### config.mk
export PLATFORM = sky130hd
export DESIGN_NAME = inst_fetcher
export DESIGN_NICKNAME = d
export VERILOG_FILES = /design/src/rtl/inst_fetcher_pkg.sv /design/src/rtl/inst_fetcher_branch_predictor.sv /design/src/rtl/inst_fetcher.sv
export SDC_FILE = /design/constraint.sdc
export NUM_CORES = 1
export LEC_CHECK = 0
export CORE_UTILIZATION = 45
export CTS_CLUSTER_DIAMETER = 80
export DETAILED_ROUTE_END_ITERATION = 8
export HOLD_SLACK_MARGIN = 0.02
export PLACE_DENSITY_LB_ADDON = 0.3
export SLEW_MARGIN = 20
export SYNTH_ARGS = -nofsm -noshare
export SYNTH_HDL_FRONTEND = slang
export SYNTH_SLANG_ARGS = --single-unit
### constraint.sdc
create_clock -name clk -period 12.4 [get_ports clk]
set_clock_uncertainty 0.2 [all_clocks]
set_input_delay 1.86 -clock clk [delete_from_list [all_inputs] [get_ports clk]]
set_output_delay 1.86 -clock clk [all_outputs]
set_load 0.02 [all_outputs]
### src/rtl/inst_fetcher_pkg.sv
// inst_fetcher_pkg: opcodes, FSM encoding and next-PC predecode shared by the fetch stage.
package inst_fetcher_pkg;
  localparam int BHT_BW_DEF = 6;
  localparam logic [6:0] B_TYPE = 7'b1100011;
  localparam logic [6:0] J_TYPE = 7'b1101111;
  typedef enum logic [1:0] {IF_IDLE, IF_WAIT, IF_HOLD, IF_DROP} if_state_e;
  function automatic logic [31:0] predict_pc(input logic [31:0] i, input logic [31:0] pc, input logic taken);
    logic [31:0] j_imm, b_imm;
    j_imm = {{11{i[31]}}, i[31], i[19:12], i[20], i[30:21], 1'b0};
    b_imm = {{19{i[31]}}, i[31], i[7], i[30:25], i[11:8], 1'b0};
    return i[6:0] == J_TYPE ? pc + j_imm : (i[6:0] == B_TYPE && taken) ? pc + b_imm : pc + 32'd4;
  endfunction
endpackage

### src/rtl/inst_fetcher_branch_predictor.sv
// inst_fetcher_branch_predictor: 2-bit saturating BHT, async read by fetch pc, update from ROB commit.
module inst_fetcher_branch_predictor
  import inst_fetcher_pkg::*;
#(
  parameter int BHT_BW = BHT_BW_DEF
) (
  input  logic        clk,
  input  logic        rst,
  input  logic        rdy,
  input  logic [31:0] rd_pc_i,
  output logic        rd_taken_o,
  input  logic        upd_i,
  input  logic [31:0] upd_pc_i,
  input  logic        upd_taken_i
);
  logic [1:0] bht_q [2**BHT_BW];
  logic [BHT_BW-1:0] upd_idx;
  logic [1:0] cnt, cnt_d;
  logic unused_pc_bits;
  assign unused_pc_bits = ^{upd_pc_i[31:BHT_BW+2], upd_pc_i[1:0], rd_pc_i[31:BHT_BW+2], rd_pc_i[1:0]};
  assign upd_idx = upd_pc_i[BHT_BW+1:2];
  assign cnt = bht_q[upd_idx];
  assign cnt_d = upd_taken_i ? (cnt == 2'b11 ? cnt : cnt + 2'd1) : (cnt == 2'b00 ? cnt : cnt - 2'd1);
  // Read sees the pre-edge array, so a same-index update is invisible until next cycle.
  assign rd_taken_o = bht_q[rd_pc_i[BHT_BW+1:2]][1];
  always_ff @(posedge clk or posedge rst) begin
    if (rst) for (int k = 0; k < 2**BHT_BW; k++) bht_q[k] <= 2'b01;
    else if (rdy && upd_i) bht_q[upd_idx] <= cnt_d;
  end
endmodule

### src/rtl/inst_fetcher.sv
// inst_fetcher: holds the PC, fetches one word per memory transaction and issues it with a predicted next PC.
module inst_fetcher
  import inst_fetcher_pkg::*;
#(
  parameter int          BHT_BW   = BHT_BW_DEF,
  parameter logic [31:0] RESET_PC = 32'h0
) (
  input  logic        clk,
  input  logic        rst,
  input  logic        rdy,
  output logic        mc_req,
  output logic [31:0] mc_addr,
  input  logic        mc_done,
  input  logic [31:0] mc_data,
  input  logic        stall,
  output logic        inst_flag,
  output logic [31:0] inst,
  output logic [31:0] inst_IF_pc,
  output logic [31:0] inst_IF_prd_pc,
  input  logic        rollback,
  input  logic [31:0] rollback_pc,
  input  logic        brc_upd,
  input  logic [31:0] brc_upd_pc,
  input  logic        brc_upd_taken
);
  if_state_e state_q, state_d;
  logic [31:0] pc_q, pc_d, addr_q, addr_d, inst_q, inst_d, ipc_q, ipc_d, iprd_q, iprd_d;
  logic [31:0] buf_inst_q, buf_inst_d, buf_prd_q, buf_prd_d;
  logic req_q, req_d, flag_q, flag_d, bp_taken, latch, issue;

  inst_fetcher_branch_predictor #(.BHT_BW(BHT_BW)) u_bp (
    .clk(clk), .rst(rst), .rdy(rdy),
    .rd_pc_i(pc_q), .rd_taken_o(bp_taken),
    .upd_i(brc_upd), .upd_pc_i(brc_upd_pc), .upd_taken_i(brc_upd_taken)
  );

  always_ff @(posedge clk or posedge rst) begin
    if (rst) begin
      state_q <= IF_IDLE;
      pc_q <= RESET_PC;
      req_q <= 1'b0;
      addr_q <= '0;
      flag_q <= 1'b0;
      inst_q <= '0;
      ipc_q <= '0;
      iprd_q <= '0;
      buf_inst_q <= '0;
      buf_prd_q <= '0;
    end else if (rdy) begin
      state_q <= state_d;
      pc_q <= pc_d;
      req_q <= req_d;
      addr_q <= addr_d;
      flag_q <= flag_d;
      inst_q <= inst_d;
      ipc_q <= ipc_d;
      iprd_q <= iprd_d;
      buf_inst_q <= buf_inst_d;
      buf_prd_q <= buf_prd_d;
    end else begin
      flag_q <= 1'b0;
    end
  end

  // A flush with a request still in flight must swallow the late response in DROP.
  always_comb begin
    state_d = rollback ? (((state_q == IF_WAIT || state_q == IF_DROP) && !mc_done) ? IF_DROP : IF_IDLE)
            : state_q == IF_IDLE ? IF_WAIT
            : state_q == IF_WAIT ? (mc_done ? IF_HOLD : IF_WAIT)
            : state_q == IF_HOLD ? (stall ? IF_HOLD : IF_IDLE)
            : (mc_done ? IF_IDLE : IF_DROP);
  end

  always_comb begin
    latch = state_q == IF_WAIT && mc_done && !rollback;
    issue = state_q == IF_HOLD && !stall && !rollback;
    req_d = rollback ? 1'b0 : state_q == IF_IDLE ? 1'b1 : latch ? 1'b0 : req_q;
    addr_d = (state_q == IF_IDLE && !rollback) ? pc_q : addr_q;
    buf_inst_d = latch ? mc_data : buf_inst_q;
    buf_prd_d = latch ? predict_pc(mc_data, pc_q, bp_taken) : buf_prd_q;
    flag_d = issue;
    inst_d = issue ? buf_inst_q : inst_q;
    ipc_d = issue ? pc_q : ipc_q;
    iprd_d = issue ? buf_prd_q : iprd_q;
    pc_d = rollback ? rollback_pc : issue ? buf_prd_q : pc_q;
  end

  assign mc_req = req_q;
  assign mc_addr = addr_q;
  assign inst_flag = flag_q;
  assign inst = inst_q;
  assign inst_IF_pc = ipc_q;
  assign inst_IF_prd_pc = iprd_q;
endmodule

Word-level counts from Yosys, hierarchy flattened
Cells that the tools add are included.
Operators by class
  bitwise logic cells: 2
  equality and inequality tests: 6
  $add $sub $neg: 5
  $lt $le $gt $ge: 3
  multiplexer cells: 28
  reduce and logical (&&, ||, !) cells: 22
Operators by type and width (count)
  $bwmux W128: 1
  $mux W32: 4
  $add A32 B32 Y32: 2
  $add A32 B3 Y32 const B: 1
  $mux W2: 16
  $bmux W2 S6: 2
  $eq A7 B7 Y1 const B: 2
  $ge A7 B7 Y1 const B: 2
  $not A6 Y7: 2
  $demux W2 S6: 1
  $reduce_and A2 Y1: 5
  $logic_and A1 B1 Y1: 9
  $lt A7 B1 Y1 const B: 1
  $eq A2 B2 Y1 const B: 3
  $logic_not A2 Y1: 2
  $mux W1: 4
  $logic_not A1 Y1: 3
  $reduce_bool A3 Y1: 1
  $add A2 B1 Y2 const B: 1
  $eq A2 B1 Y1 const B: 1
  $reduce_bool A2 Y1: 1
  $sub A2 B1 Y2 const B: 1
  $logic_or A1 B1 Y1: 1
Word-level totals
  input port bits: 104
  register bits: 356
  output and inout port bits: 130
  word-level logic and storage cells: 140

Longest topological paths before layout
  depth in word-level cells: 8
  gate-level depth with buffers: 13
  gate-level depth less buffers: 12

Hierarchy
From an unflattened synthesis, not the netlist that was laid out.
Second synthesis, totals
  cell total of the unflattened synthesis: 2216
  area total of the unflattened synthesis: 19946.6 um^2
Modules (own cells, without submodules)
  inst_fetcher: cells each 1471, times used 1, area an instance 12734.7 um^2, sequential area each 5705.5 um^2
  inst_fetcher_branch_predictor: cells each 745, times used 1, area an instance 7211.9 um^2, sequential area each 3283.1 um^2

Least setup slack after synthesis
Ideal clock, no wire load.
  kind: in2reg
  start point: input mc_data[26]
  end point: register buf_prd_q[23]
  path buffers: 1
  arrival: 4.274 ns
  stages on the path: 11
  library setup time: 0.076 ns
  data required time: 12.124 ns
  setup slack: 7.849 ns
  cell sequence: ha_1 clkbuf_1 and4_1 and3_1 a2111oi_2 nor3_1 nor3b_2 o21ai_0 a221o_1 a22o_1 o21ai_1
Between the ends
  cells in the longest elaborated chain, start to end: 3
  elaborated cells between the ends (all ways): 4
  those cells by class: add/sub: 2; mux: 2
RTL lines
  start: declaration: line inst_fetcher.sv:14  | input logic [31:0] mc_data,
  $add A32 B32 Y32: line inst_fetcher_pkg.sv:11  | return i[6:0] == J_TYPE ? pc + j_imm : (i[6:0] == B_TYPE && taken) ? pc + b_imm : pc + 32'd4;
  $mux W32: line inst_fetcher_pkg.sv:11
  $mux W32 *: line inst_fetcher_pkg.sv:11
  end signal: assignment: line inst_fetcher.sv:59  | buf_prd_q <= buf_prd_d;
  end: declaration: line inst_fetcher.sv:28  | logic [31:0] buf_inst_q, buf_inst_d, buf_prd_q, buf_prd_d;
Every way passes the cells marked *; elsewhere a longest branch is shown, timed or not.
A chain may end at the register's enable or synchronous reset.

Final worst setup path
  start point: input brc_upd_pc[2]
  end point: register u_bp.bht_q[21] in the netlist's numbering
Between the ends
  cells in the longest elaborated chain, start to end: 8
  elaborated cells between the ends (all ways): 17
  those cells by class: add/sub: 2; order compare: 2; eq/ne: 1; mux: 9; bitwise: 1; reduce/logical: 2
RTL lines
  start: declaration: line inst_fetcher.sv:23  | input logic [31:0] brc_upd_pc,
  $not A6 Y7 (implied by the code) *: line inst_fetcher_branch_predictor.sv:22, inst_fetcher_branch_predictor.sv:28
  $bmux W2 S6: line inst_fetcher_branch_predictor.sv:22  | assign cnt = bht_q[upd_idx];
  $mux W2 (implied by the code) (2 in a row): line inst_fetcher_branch_predictor.sv:22
  $sub A2 B1 Y2 (tied with other cells): line inst_fetcher_branch_predictor.sv:23  | assign cnt_d = upd_taken_i ? (cnt == 2'b11 ? cnt : cnt + 2'd1) : (cnt == 2'b00 ? cnt : cnt - 2'd1);
  $mux W2 (2 in a row): line inst_fetcher_branch_predictor.sv:23
  $bwmux W128 *: line inst_fetcher_branch_predictor.sv:28  | else if (rdy && upd_i) bht_q[upd_idx] <= cnt_d;
  end signal: indexed assignment: line inst_fetcher_branch_predictor.sv:28
  end: declaration: line inst_fetcher_branch_predictor.sv:16  | logic [1:0] bht_q [2**BHT_BW];
Every way passes the cells marked *; elsewhere a longest branch is shown, timed or not. The select of a mux whose other input is x is not followed.

==> run_results.csv <==
group,metric,value,unit
drt,dr.pass1.iters,6,
power,pwr-share-seq,0.389,
sta,hold_viol_final,0,
power,p_int,2.909,mW
sta,drv_slew,0,
clocking,cts_made_buffers,40,
job,maxCapViolations,0,
layout,layout-drive-gt1-share,0.1713,
power,leakage,10.46,nW
floorplan,rows,75,
floorplan,dieWidth,209.6,µm
clocking,htreeDepth,2,
clocking,clkSlewWorstSetupHoldPaths,60,ps
placement,hpwlAfterDp,38560,µm
min_path,min-delay-start,"buf_inst_q[7]",
drt,drc,0,
synthesis,synthTopCellsByArea,"dfrtp_1 38%, nand2_1 10%, mux2_2 9.8%",
synthesis,synthCells,1997,
synthesis,synth-edff-count,0,
placement,gp_congestion,0.9548,
synthesis,syn_avg_cell_area,9.710,µm²
sta,slew-limit-headroom,0.3044,
placement,place_inst,2638,
synthesis,synth_commonest_cells,"530 x nand2_1, 292 x dfrtp_1, 169 x mux2_2",
synthesis,ys_seq_elements,356,
clocking,ctsHoldBuffers,0,
min_path,hold_path_class,"reg2reg",
drt,drt_iter0_markers,1353,
floorplan,coreArea,42230,µm²
layout,fin_util,0.5461,
synthesis,ys_types,70,
synthesis,synth_area,19390,µm²
worst_setup_path,start_kind,"primary input",
floorplan,ioPinCount,234,
floorplan,fp.dieArea,43930,µm²
synthesis,async_flop_share,1.000,
power,clkPwrFrac,0.265,
global_routing,grt_pass1_wl,89770,µm
worst_setup_path,startpoint,"brc_upd_pc[2]",
worst_setup_path,cp-end-kind,"register",
global_routing,antenna_found_initial,2,
sta,rsz0062_at_grt,"false",
layout,fin_cells,2712,
synthesis,synth_top_area_cell,"dfrtp_1",
worst_setup_path,cp.required,12640,ps
clocking,cts_tree,"yes",
global_routing,track_usage,0.2608,
synthesis,ys_warn_count,0,
clocking,cts_setup_buffers,0,
power,p_comb_frac,0.346,
sta,period_share,0.4245,
power,switchingPower,1.681,mW
sta,fmax,0.1900,GHz
worst_setup_path,critPathKind,"in2reg",
global_routing,grt_pass1_vias,15710,
drt,avgRoutedWirePerCell,20.89,µm
clocking,cts.sinks,356,
power,power_density,199.0,nW/µm²
clocking,cts.path.max_buffers,3,
sta,setup_viol,0,
drt,num_vias,15730,
clocking,root_buffer,"clkbuf_16",
synthesis,ys.flop_type,"dfrtp_1",
layout,nNetsFinal,2291,
synthesis,synthMostInstantiatedCell,"nand2_1",
worst_setup_path,crit_fanout,64,
sta,tns,0,ps
worst_setup_path,timing.rr.start,"pc_q[2]",
sta,tightest_slew,1035,ps
drt,viasPerCell,5.802,
floorplan,start_util,0.4592,
clocking,insertion_delay,590,ps
synthesis,synth_nets,2147,
global_routing,grt_max_degree,156,
synthesis,synth_top_area_share,0.3768,
power,swShare,0.3662,
sta,layout_min_cycle_time,5264,ps
clocking,cts_resized,0,
power,power.total,4.590,mW
worst_setup_path,cp.arrival,5510,ps
power,peakVddDrop,143.7,µV
drt,wl,56640,µm
synthesis,yosysSeqAreaShare,0.4635,
layout,syn_to_final_growth,18.92,%
placement,portBuffers,207,
global_routing,overflow,0,
drt,ant_nets,0,
floorplan,fp.dieH,209.6,µm
outcome,status,"finished clean",
-- registers in the layout, summed over array words and instances, names as in the netlist --
signal	flops
inst	32
mc_req	1
buf_prd_q	32
pc_q	32
buf_inst_q	32
inst_IF_prd_pc	32
state_q	2
inst_flag	1
inst_IF_pc	32
u_bp.bht_q	128
mc_addr	32
-- worst max-delay path, cell delays in order --
cell             delay [ps]
clkdlybuf4s50_1         460
buf_4                   490
nor2b_1                 210
buf_4                   220
a221o_1                 340
a21oi_1                 250
o221ai_1                160
or4_4                   530
maj3_4                  610
mux2_2                  370
-- power by group through the flow --
| stage | clock (mW) | combinational (mW) | sequential (mW) |
|---|---|---|---|
| 3_3_place_gp | 0 | 1.55 | 1.79 |
| 4_1_cts | 1.24 | 1.59 | 1.78 |
| 6_report | 1.22 | 1.59 | 1.79 |
| 3_5_place_dp | 0 | 1.58 | 1.80 |
| 2_1_floorplan | 0 | 0.865 | 1.85 |
| 5_1_grt | 1.28 | 1.73 | 1.83 |
-- worst paths after layout --
kind / to / slack [ps] / depth (start not counted)
setup / recovery: u_bp.bht_q[21] / 7140 / 10
max in group asynchronous: pc_q[17] / 8110 / 4
min in group asynchronous: inst_IF_pc[1] / 1630 / 2
setup reg to reg: buf_prd_q[27] / 8020 / 11
hold reg to reg: inst[7] / 270 / 2
hold / removal: inst[7] / 270 / 2
-- cell usage in the layout, fill, tap and decap left out, drive strengths merged, types with 26 or more instances in the layout --
cell type and count:
nand2 530, dfrtp 292, clkdlybuf4s50 203, mux2 173, nor2 121, o21ai 100
a21oi 85, dfstp 64, clkbuf 59, mux2i 53, ha 44, nand3 39
xnor2 38, mux4 26
-- cell families (layout without fill, tap and decap cells) --
kind of cell / after synthesis / count (layout) / synth area share
AOI/OAI and AO/OA: 329 / 329 / 0.1077
and+or+nand+nor: 801 / 801 / 0.1736
adders and majority gates: 48 / 48 / 0.03188
xor gates and xnor gates: 62 / 62 / 0.02800
other: 0 / 1 / 0
muxes: 252 / 252 / 0.1582
buffers and inverters: 149 / 324 / 0.03704
DFF: 356 / 356 / 0.4635
-- area by class of cell --
type / count / area, µm²
clock buffers: 59 / 1142
well taps: 539 / 674.4
clock inverters: 14 / 212.7
flip-flops and latches: 356 / 8990
inverters: 23 / 95.09
repair buffers: 228 / 2222
diodes: 1 / 2.502
multi-input cells: 1492 / 9721
fillers: 3707 / 19170
-- routing by layer --
layer | wire [µm] | track usage | vias up
met5 | 0 | 0 | -
met4 | 1603 | 0.09288 | 0
met3 | 3409 | 0.03486 | 88
met2 | 26440 | 0.4198 | 578
met1 | 25190 | 0.3618 | 7821
li1 | - | - | 7247
-- metrics by stage --
step                      hold slack, ps  instance area (µm²)  setup WS (ps)
after detailed placement           249.6                21710           6405
after floorplan                    238.6                19390          569.0
after global placement             250.1                21710           6465
final                              265.2                23060           7136
after CTS                          267.8                23060           7005
after global routing               278.1                23060           6902
(Power assumes the default switching activity.)
